## src/rtl/cplx_cond_neg_pipe.sv

```systemverilog
`default_nettype none
// ============================================================================
//  Module      : cplx_cond_neg_pipe
//  Description : Pipelined per-beat complex conditional negation over NUM_CH
//                packed lanes. Modes: pass, negate, conjugate, multiply by j.
//                Flags the -2^(W-1) negation case per beat and keeps a
//                saturating count of flagged beats. One register stage with
//                valid/ready flow control.
//                Optional macro COMP2S_SAT_EN: an overflowing negation
//                saturates to +2^(W-1)-1 instead of wrapping.
//  Revision    : 1.0 - initial release
// ============================================================================
module cplx_cond_neg_pipe #(
    parameter int DATA_WIDTH = 16,
    parameter int NUM_CH     = 2,
    parameter int CNT_WIDTH  = 16
) (
    input  logic                           i_clk,
    input  logic                           i_rst_n,
    input  logic                           i_valid,
    output logic                           o_ready,
    input  logic [1:0]                     i_mode,
    input  logic [2*DATA_WIDTH*NUM_CH-1:0] i_din,
    output logic                           o_valid,
    input  logic                           i_ready,
    output logic [2*DATA_WIDTH*NUM_CH-1:0] o_dout,
    output logic                           o_ovf,
    input  logic                           i_cnt_clr,
    output logic [CNT_WIDTH-1:0]           o_ovf_cnt
);

    localparam int                    c_W       = DATA_WIDTH;
    localparam int                    c_BEAT_W  = 2 * DATA_WIDTH * NUM_CH;
    localparam logic [c_W-1:0]        c_MIN     = {1'b1, {(c_W-1){1'b0}}};
    localparam logic [c_W-1:0]        c_MAX     = {1'b0, {(c_W-1){1'b1}}};
    localparam logic [c_W-1:0]        c_ONE     = c_W'(1);
    localparam logic [CNT_WIDTH-1:0]  c_CNT_MAX = {CNT_WIDTH{1'b1}};
    localparam logic [CNT_WIDTH-1:0]  c_CNT_ONE = CNT_WIDTH'(1);

    localparam logic [1:0] c_MODE_PASS = 2'd0;
    localparam logic [1:0] c_MODE_NEG  = 2'd1;
    localparam logic [1:0] c_MODE_CONJ = 2'd2;
    localparam logic [1:0] c_MODE_MULJ = 2'd3;

    // Two's-complement negation; the most negative value either wraps onto
    // itself or, in the saturating build, clamps to the most positive value.
    function automatic logic [c_W-1:0] f_neg(input logic [c_W-1:0] x);
`ifdef COMP2S_SAT_EN
        if (x == c_MIN) begin
            return c_MAX;
        end
        return (~x) + c_ONE;
`else
        return (~x) + c_ONE;
`endif
    endfunction

    logic [c_BEAT_W-1:0]  w_res;
    logic [NUM_CH-1:0]    w_lane_ovf;
    logic                 w_ovf;
    logic                 w_accept;

    logic                 r_valid;
    logic [c_BEAT_W-1:0]  r_dout;
    logic                 r_ovf;
    logic [CNT_WIDTH-1:0] r_cnt;

    generate
        for (genvar k = 0; k < NUM_CH; k++) begin : g_lane
            logic [c_W-1:0] w_re;
            logic [c_W-1:0] w_im;
            logic [c_W-1:0] w_out_re;
            logic [c_W-1:0] w_out_im;
            logic           w_ovf_l;
            logic           w_re_min;
            logic           w_im_min;

            assign w_re     = i_din[2*c_W*k +: c_W];
            assign w_im     = i_din[2*c_W*k + c_W +: c_W];
            assign w_re_min = (w_re == c_MIN);
            assign w_im_min = (w_im == c_MIN);

            // Per-lane mode mux; only components that are actually negated
            // may raise the overflow flag.
            always_comb begin
                w_out_re = w_re;
                w_out_im = w_im;
                w_ovf_l  = 1'b0;
                case (i_mode)
                    c_MODE_PASS: begin
                        w_out_re = w_re;
                        w_out_im = w_im;
                        w_ovf_l  = 1'b0;
                    end
                    c_MODE_NEG: begin
                        w_out_re = f_neg(w_re);
                        w_out_im = f_neg(w_im);
                        w_ovf_l  = w_re_min | w_im_min;
                    end
                    c_MODE_CONJ: begin
                        w_out_re = w_re;
                        w_out_im = f_neg(w_im);
                        w_ovf_l  = w_im_min;
                    end
                    c_MODE_MULJ: begin
                        w_out_re = f_neg(w_im);
                        w_out_im = w_re;
                        w_ovf_l  = w_im_min;
                    end
                    default: begin
                        w_out_re = w_re;
                        w_out_im = w_im;
                        w_ovf_l  = 1'b0;
                    end
                endcase
            end

            assign w_res[2*c_W*k +: 2*c_W] = {w_out_im, w_out_re};
            assign w_lane_ovf[k]           = w_ovf_l;
        end
    endgenerate

    assign w_ovf    = |w_lane_ovf;
    assign o_ready  = ~r_valid | i_ready;
    assign w_accept = i_valid & o_ready;

    // Output stage: load on accept, drain when downstream takes without a
    // replacement, otherwise hold the beat stable.
    always_ff @(posedge i_clk) begin
        if (!i_rst_n) begin
            r_valid <= 1'b0;
            r_dout  <= '0;
            r_ovf   <= 1'b0;
        end else if (w_accept) begin
            r_valid <= 1'b1;
            r_dout  <= w_res;
            r_ovf   <= w_ovf;
        end else if (i_ready) begin
            r_valid <= 1'b0;
        end
    end

    // Saturating count of accepted overflow beats; clear beats increment.
    always_ff @(posedge i_clk) begin
        if (!i_rst_n) begin
            r_cnt <= '0;
        end else if (i_cnt_clr) begin
            r_cnt <= '0;
        end else if (w_accept && w_ovf && (r_cnt != c_CNT_MAX)) begin
            r_cnt <= r_cnt + c_CNT_ONE;
        end
    end

    assign o_valid   = r_valid;
    assign o_dout    = r_dout;
    assign o_ovf     = r_ovf;
    assign o_ovf_cnt = r_cnt;

endmodule
`default_nettype wire
```

## config.mk

```make
export PLATFORM = sky130hd
export DESIGN_NAME = cplx_cond_neg_pipe
export DESIGN_NICKNAME = d
export VERILOG_FILES = /design/src/rtl/cplx_cond_neg_pipe.sv
export SDC_FILE = /design/constraint.sdc
export NUM_CORES = 1
export LEC_CHECK = 0
export BUFFER_PORTS_ARGS = -buffer_cell sky130_fd_sc_hd__buf_2
export CAP_MARGIN = 0
export CORE_ASPECT_RATIO = 1.25
export CORE_MARGIN = 3
export CORE_UTILIZATION = 35
export DETAILED_ROUTE_END_ITERATION = 7
export PLACE_DENSITY = 0.59
export SETUP_SLACK_MARGIN = 0.4
export SYNTH_ARGS = -nofsm -noshare
export SYNTH_HDL_FRONTEND = slang
export SYNTH_SLANG_ARGS = --single-unit
```

## constraint.sdc

```tcl
create_clock -name i_clk -period 5.4 [get_ports i_clk]
set_input_delay 0.81 -clock i_clk [delete_from_list [all_inputs] [get_ports i_clk]]
set_output_delay 0.81 -clock i_clk [all_outputs]
set_load 0.05 [all_outputs]
```

==> impl_metrics.tcl, run 1 <==
set metrics [dict create \
    post-dp-hpwl_um 13200 \
    async_flop_share_pct 0 \
    ctsLongestPathBuffers 2 \
    yosysSeqAreaShare_pct 30.1 \
    power_density_mw_per_mm2 260 \
    syn_area_mm2 0.00546 \
    synth_fa_ha_area_share_pct 2.29 \
    max_freq_ghz 0.326 \
    rr_startpoint "o_valid" \
    grt_pass1_wl_um 30000 \
    area.growth.synth_to_final_pct 21.2 \
    holdBufCountCts 0 \
    required_ns 5.59 \
    worst_slack_ns 2.33 \
    yosys.area_share.simple_pct 24.5 \
    regToRegSetupSlack_ns 2.86 \
    rr_worst_depth 7 \
    synthCells 709 \
    placementRows 50 \
    dieWidth_um 118 \
    fin_cells 1042 \
    path_class "primary input to register" \
    h-tree-depth 3 \
    dp_slack_ns 2.00 \
    syn_avg_cell_area_um2 7.70 \
    status "completed" \
    tightest_slew_ns 1.02 \
    wire_per_inst_um 17.9 \
    grt_max_degree 56 \
    cts_tree "built" \
    grtUsageMet3_pct 3.69 \
    end_kind "register" \
    synth_ff_type "dfxtp_1" \
    core_area_mm2 0.0151 \
    fin_setup_tns_ns 0 \
    crit-reg2reg-capture "o_ovf_cnt[7]" \
    period_needed_ns 3.07 \
    drtPass1Iterations 5 \
    clock-skew-final_ns 0.00908 \
    hp-start "o_dout[17]" \
    synth_top_family_by_area "compound AO/OA/AOI/OAI gates" \
    path_clk_slew_ns 0.06 \
    vias_per_cell 5.61 \
    wirelength_um 18700 \
    start_kind "primary input" \
    synthesis.nets 790 \
    maxCapViolCount 0 \
    cts_root_buf "clkbuf_16" \
    numCtsBuffers 9 \
    maxSlewViolCount 0 \
    synth.largest_area_cell "dfxtp_1" \
    hold_viol_final 0 \
    ir_drop_v 0.000128 \
    drive_above_1_share_pct 24.8 \
    dieArea_mm2 0.0171 \
    synth_warnings 0 \
    ant_nets 0 \
    rsz0062_at_grt "false" \
    arrival_ns 3.26 \
    cts_resized 0 \
    drt_iter0_markers 471 \
    synthXorXnorAreaFrac_pct 7.06 \
    route.detailed.drc 0 \
    worst-path-max-fanout 5 \
    period_share_pct 56.8 \
    synthTopCellsByCount "82 x dfxtp_1, 74 x a21oi_1, 57 x nor2_1, 57 x o21ai_0, 47 x nand2_1" \
    io_pins 154 \
    track_usage_pct 21.3 \
    hold_path_end "o_dout[17]" \
    setup_viol 0 \
    clkLatencyLatePin_ns 0.35 \
    cts_sinks 82 \
    slew-limit-headroom_pct 31.7 \
    use_met1_pct 29.4 \
    grt.busiest_layer "met2" \
    globalplace.congestion 0.870 \
    dp_cells 1026 \
    met2_usage_pct 33.7 \
    synth_area_leaders "dfxtp_1 30%, a21oi_1 6.8%, a221oi_1 5.3%, o21ai_0 5.2%, xnor2_1 5.0%" \
    hp-class "register to register" \
    p_total_uw 1720 \
    min_path_cells 2 \
    vias 5847 \
    yosys.area.top_type_share_pct 30.1 \
    antenna_found_initial 1 \
    nNetsFinal 910 \
    fp.dieH_um 146 \
    synth_compound_area_share_pct 28.7 \
    synthMuxAreaShare_pct 2.11 \
    io_buffers 153 \
    post_cts_buffers 0 \
    initial_core_util_pct 36.1 \
    grt_pass1_vias 5566 \
    ys_ff_latch 82 \
    p_leak_uw 0.00260 \
    grt_overflow 0 \
    antennaDiodeCount 0 \
    synth_edf_count 0 \
    synth_most_common_cell "dfxtp_1" \
    synth_cell_types 62 \
]
flip-flops by register name (all words and copies together), names as in the netlist:
name	flops
o_ovf_cnt	16
o_valid	1
o_ovf	1
o_dout	64
cell usage in the layout, fill, tap and decap left out, types with 11 or more instances in the layout:
master / Yosys / final
a221oi_1: 33 / 33
o21ai_0: 57 / 57
nor2_1: 57 / 56
nand3_1: 18 / 18
xor2_1: 13 / 13
nor4_1: 13 / 13
or4_1: 12 / 12
a21oi_1: 74 / 74
dfxtp_1: 82 / 82
inv_1: 17 / 17
nor3_1: 37 / 37
a222oi_1: 12 / 12
xnor2_1: 31 / 31
a21o_1: 11 / 11
buf_2: 1 / 153
nand2_1: 47 / 47
power breakdown:
| group | switching (uW) | total (uW) | internal (uW) |
|---|---|---|---|
| clock | 259 | 581 | 322 |
| sequential | 21.5 | 666 | 644 |
| combinational | 337 | 472 | 135 |
| total | 618 | 1720 | 1100 |
metrics by stage:
step / hold WS, ns / utilization (%) / area [um^2]
after floorplan: 0.671 / - / 5460
after global placement: 0.445 / 41.9 / 6350
after detailed placement: 0.448 / 41.9 / 6350
after CTS: 0.457 / 43.7 / 6620
after global routing: 0.462 / 43.7 / 6620
final: 0.453 / 43.7 / 6620
kinds of logic after synthesis:
group / count (synthesis)
AO/OA/AOI/OAI: 240
buffers and inverters: 72
multiplexers: 10
AND/OR/NAND/NOR: 251
XOR/XNOR: 44
adder cells (fa/ha/maj): 10
flip-flops: 82
how the worst max path moves through the flow:
| stage | start | to |
|---|---|---|
| 6_report | i_din[16] | o_dout[30] |
| 5_1_grt | i_mode[0] | o_ovf_cnt[9] |
| 4_1_cts | i_din[16] | o_dout[30] |
| 3_5_place_dp | i_din[16] | o_dout[30] |
| 3_3_place_gp | i_din[16] | o_dout[30] |
| 2_1_floorplan | i_din[17] | o_dout[30] |
final cells by class:
cell class	instances	area (um^2)
Multi-Input combinational cell	555	3540
Clock inverter	5	30.0
Clock buffer	11	243
Sequential cell	82	1640
Fill cell	1655	8520
Inverter	18	67.6
Tap cell	208	260
Timing Repair Buffer	163	841
worst max-delay path, stage by stage:
cell and delay, ns:
buf_2 0.13, inv_1 0.06, ha_1 0.23, or4b_4 0.49
or3_4 0.44, or4_4 0.44, mux2_4 0.31, a222oi_1 0.22
a21oi_1 0.11
per-layer routing:
metal,part of all wire (%),up-vias,wire length (um)
met1,46,2721,8620
met2,46,186,8650
met5,0.070,-,13
met3,5.8,21,1080
met4,1.7,2,318
li1,-,2917,-
(Power assumes the default switching activity.)
==> run 2, diff against run 1 <==
--- a/config.mk
+++ b/config.mk
@@ -11,7 +11,7 @@
 export CORE_MARGIN = 3
 export CORE_UTILIZATION = 35
 export DETAILED_ROUTE_END_ITERATION = 7
-export PLACE_DENSITY = 0.59
+export PLACE_DENSITY = 0.62
 export SETUP_SLACK_MARGIN = 0.4
 export SYNTH_ARGS = -nofsm -noshare
 export SYNTH_HDL_FRONTEND = slang
==> constraint.sdc (replaced) <==
create_clock -name i_clk -period 2.5 [get_ports i_clk]
set_input_delay 0.375 -clock i_clk [delete_from_list [all_inputs] [get_ports i_clk]]
set_output_delay 0.375 -clock i_clk [all_outputs]
set_load 0.05 [all_outputs]
==> impl_metrics.tcl, run 2 (synthesized netlist as in run 1, its figures left out) <==
set metrics [dict create \
    worst-path-max-fanout 3 \
    placementRows 50 \
    route.detailed.drc 0 \
    drive_above_1_share_pct 38.4 \
    cts_sinks 82 \
    post-dp-hpwl_um 14400 \
    drtPass1Iterations 5 \
    crit-reg2reg-capture "o_ovf_cnt[0]" \
    period_share_pct 98.4 \
    cts_tree "built" \
    power_density_mw_per_mm2 496 \
    required_ns 2.72 \
    grtUsageMet3_pct 4.16 \
    register_area_mm2 0.00164 \
    globalplace.congestion 0.868 \
    cp_num_cells 9 \
    final_cell_mix "149 x buf_2, 99 x buf_4, 80 x dfxtp_1" \
    setup_viol 0 \
    start_kind "primary input" \
    regToRegSetupSlack_ns 0.49 \
    status "completed" \
    crit_slowest_cell "or4_4" \
    nNetsFinal 1016 \
    grt_pass1_vias 5983 \
    swShare_pct 34.8 \
    drt_iter0_markers 536 \
    p_int_uw 2550 \
    antenna_found_initial 0 \
    hold_viol_final 0 \
    fp.dieH_um 146 \
    arrival_ns 2.68 \
    slew-limit-headroom_pct 54.5 \
    io_pins 154 \
    grt.busiest_layer "met2" \
    hp-class "primary input to register" \
    wirelength_um 20400 \
    grt_max_degree 45 \
    final_common_cell "buf_2" \
    use_met1_pct 29.3 \
    track_usage_pct 22.3 \
    multi_input_area_mm2 0.00382 \
    tightest_slew_ns 0.682 \
    ir_drop_v 0.000374 \
    p_clk_share_pct 33.7 \
    period_needed_ns 2.46 \
    max_freq_ghz 0.406 \
    numCtsBuffers 9 \
    maxCapViolCount 0 \
    cts_root_buf "clkbuf_16" \
    area.growth.synth_to_final_pct 44.6 \
    path_clk_slew_ns 0.06 \
    h-tree-depth 3 \
    rr_startpoint "o_ovf_cnt[0]" \
    startpoint "i_din[16]" \
    power.sequential.fraction_pct 36.7 \
    worst_slack_ns 0.0397 \
    dp_slack_ns -0.420 \
    vias 6431 \
    initial_core_util_pct 36.1 \
    path_class "primary input to register" \
    dieArea_mm2 0.0171 \
    dieWidth_um 118 \
    p_sw_uw 1360 \
    ctsLongestPathBuffers 2 \
    grt_overflow 0 \
    fin_cells 1147 \
    vias_per_cell 5.61 \
    cp_num_buf_inv 2 \
    core_area_mm2 0.0151 \
    clkLatencyLatePin_ns 0.35 \
    fill_cells 1508 \
    crit_end "o_dout[30]" \
    worst_path_largest_cell_delay_ns 0.51 \
    maxSlewViolCount 0 \
    wire_per_inst_um 17.8 \
    p_leak_uw 0.00326 \
    largest_register_ffs 64 \
    antennaDiodeCount 0 \
    grt_pass1_wl_um 31500 \
    clock-skew-final_ns 0.00831 \
    critPathTopFamily "simple AND/OR/NAND/NOR gates" \
    rsz0062_at_grt "true" \
    power_frac_comb_pct 29.6 \
    met2_usage_pct 37.0 \
    io_buffers 153 \
    dp_cells 1114 \
    path_cells "buf_8 > inv_4 > ha_4 > or4b_4 > or3_4 > or4_4 > mux2_4 > a222oi_1 > a21oi_1" \
    end_kind "register" \
    rr_worst_depth 8 \
    ant_nets 0 \
]
-- run 2: how the worst min path moves through the flow --
stage	start	endpoint	slack, ns	depth (start not counted)
global route	i_valid	o_valid	0.30	3
floorplan	i_valid	o_valid	0.50	2
global placement	o_ovf	o_ovf	0.44	2
finish	i_valid	o_valid	0.27	3
detailed placement	o_dout[17]	o_dout[17]	0.46	2
CTS	i_valid	o_valid	0.26	3
-- run 2: per-layer routing --
metal  share of wire (%)  routed length [um]
met5                   0                   0
met4                 2.0                 416
met1                  44                8970
met3                 6.4                1310
met2                  48                9730
-- run 2: through the flow --
| step | area, um^2 | power [uW] | TNS [ns] | hold WS [ns] | utilization (%) |
|---|---|---|---|---|---|
| floorplan | 5560 | 2170 | -0.0951 | 0.497 | - |
| global placement | 7150 | 2580 | -3.64 | 0.439 | 47.2 |
| detailed placement | 7150 | 2590 | -4.32 | 0.455 | 47.2 |
| CTS | 7560 | 3910 | -0.0165 | 0.265 | 49.9 |
| global route | 7900 | 4090 | -0.0532 | 0.297 | 52.2 |
| finish | 7900 | 3920 | 0 | 0.272 | 52.2 |
-- run 2: final cells by class --
class	instances	share of cell area [%]
clock buffer	13	3.55
inverter	18	1.08
timing repair buffer	269	22.7
clock inverter	2	0.127
tap	208	3.30
sequential	82	20.8
multi-input combinational	555	48.4
-- run 2: worst reg2reg max path: cells and delay by family (launching register included) --
kind | cells | cell delay (ns)
AO/OA/AOI/OAI | 1 | 0.11
adder cells (fa/ha/maj) | 1 | 0.27
buffers and inverters | 1 | 0.23
flip-flops | 1 | 0.38
AND/OR/NAND/NOR | 5 | 0.97
-- run 2: power by group through the flow --
stage / Combinational (uW) / Clock, uW / Sequential, uW
final: 1160 / 1320 / 1440
after global routing: 1250 / 1400 / 1450
after CTS: 1130 / 1340 / 1440
after detailed placement: 1120 / 0 / 1470
after global placement: 1120 / 0 / 1470
after floorplan: 416 / 0 / 1750
-- run 2: what timing repair did --
item,4_1_cts,5_1_grt
setup endpoints to repair,22,37
gates resized for setup,16,51
hold endpoints to repair,0,0
buffers inserted,6,9
hold buffers,0,0
pin swaps,17,40
cloned,0,3
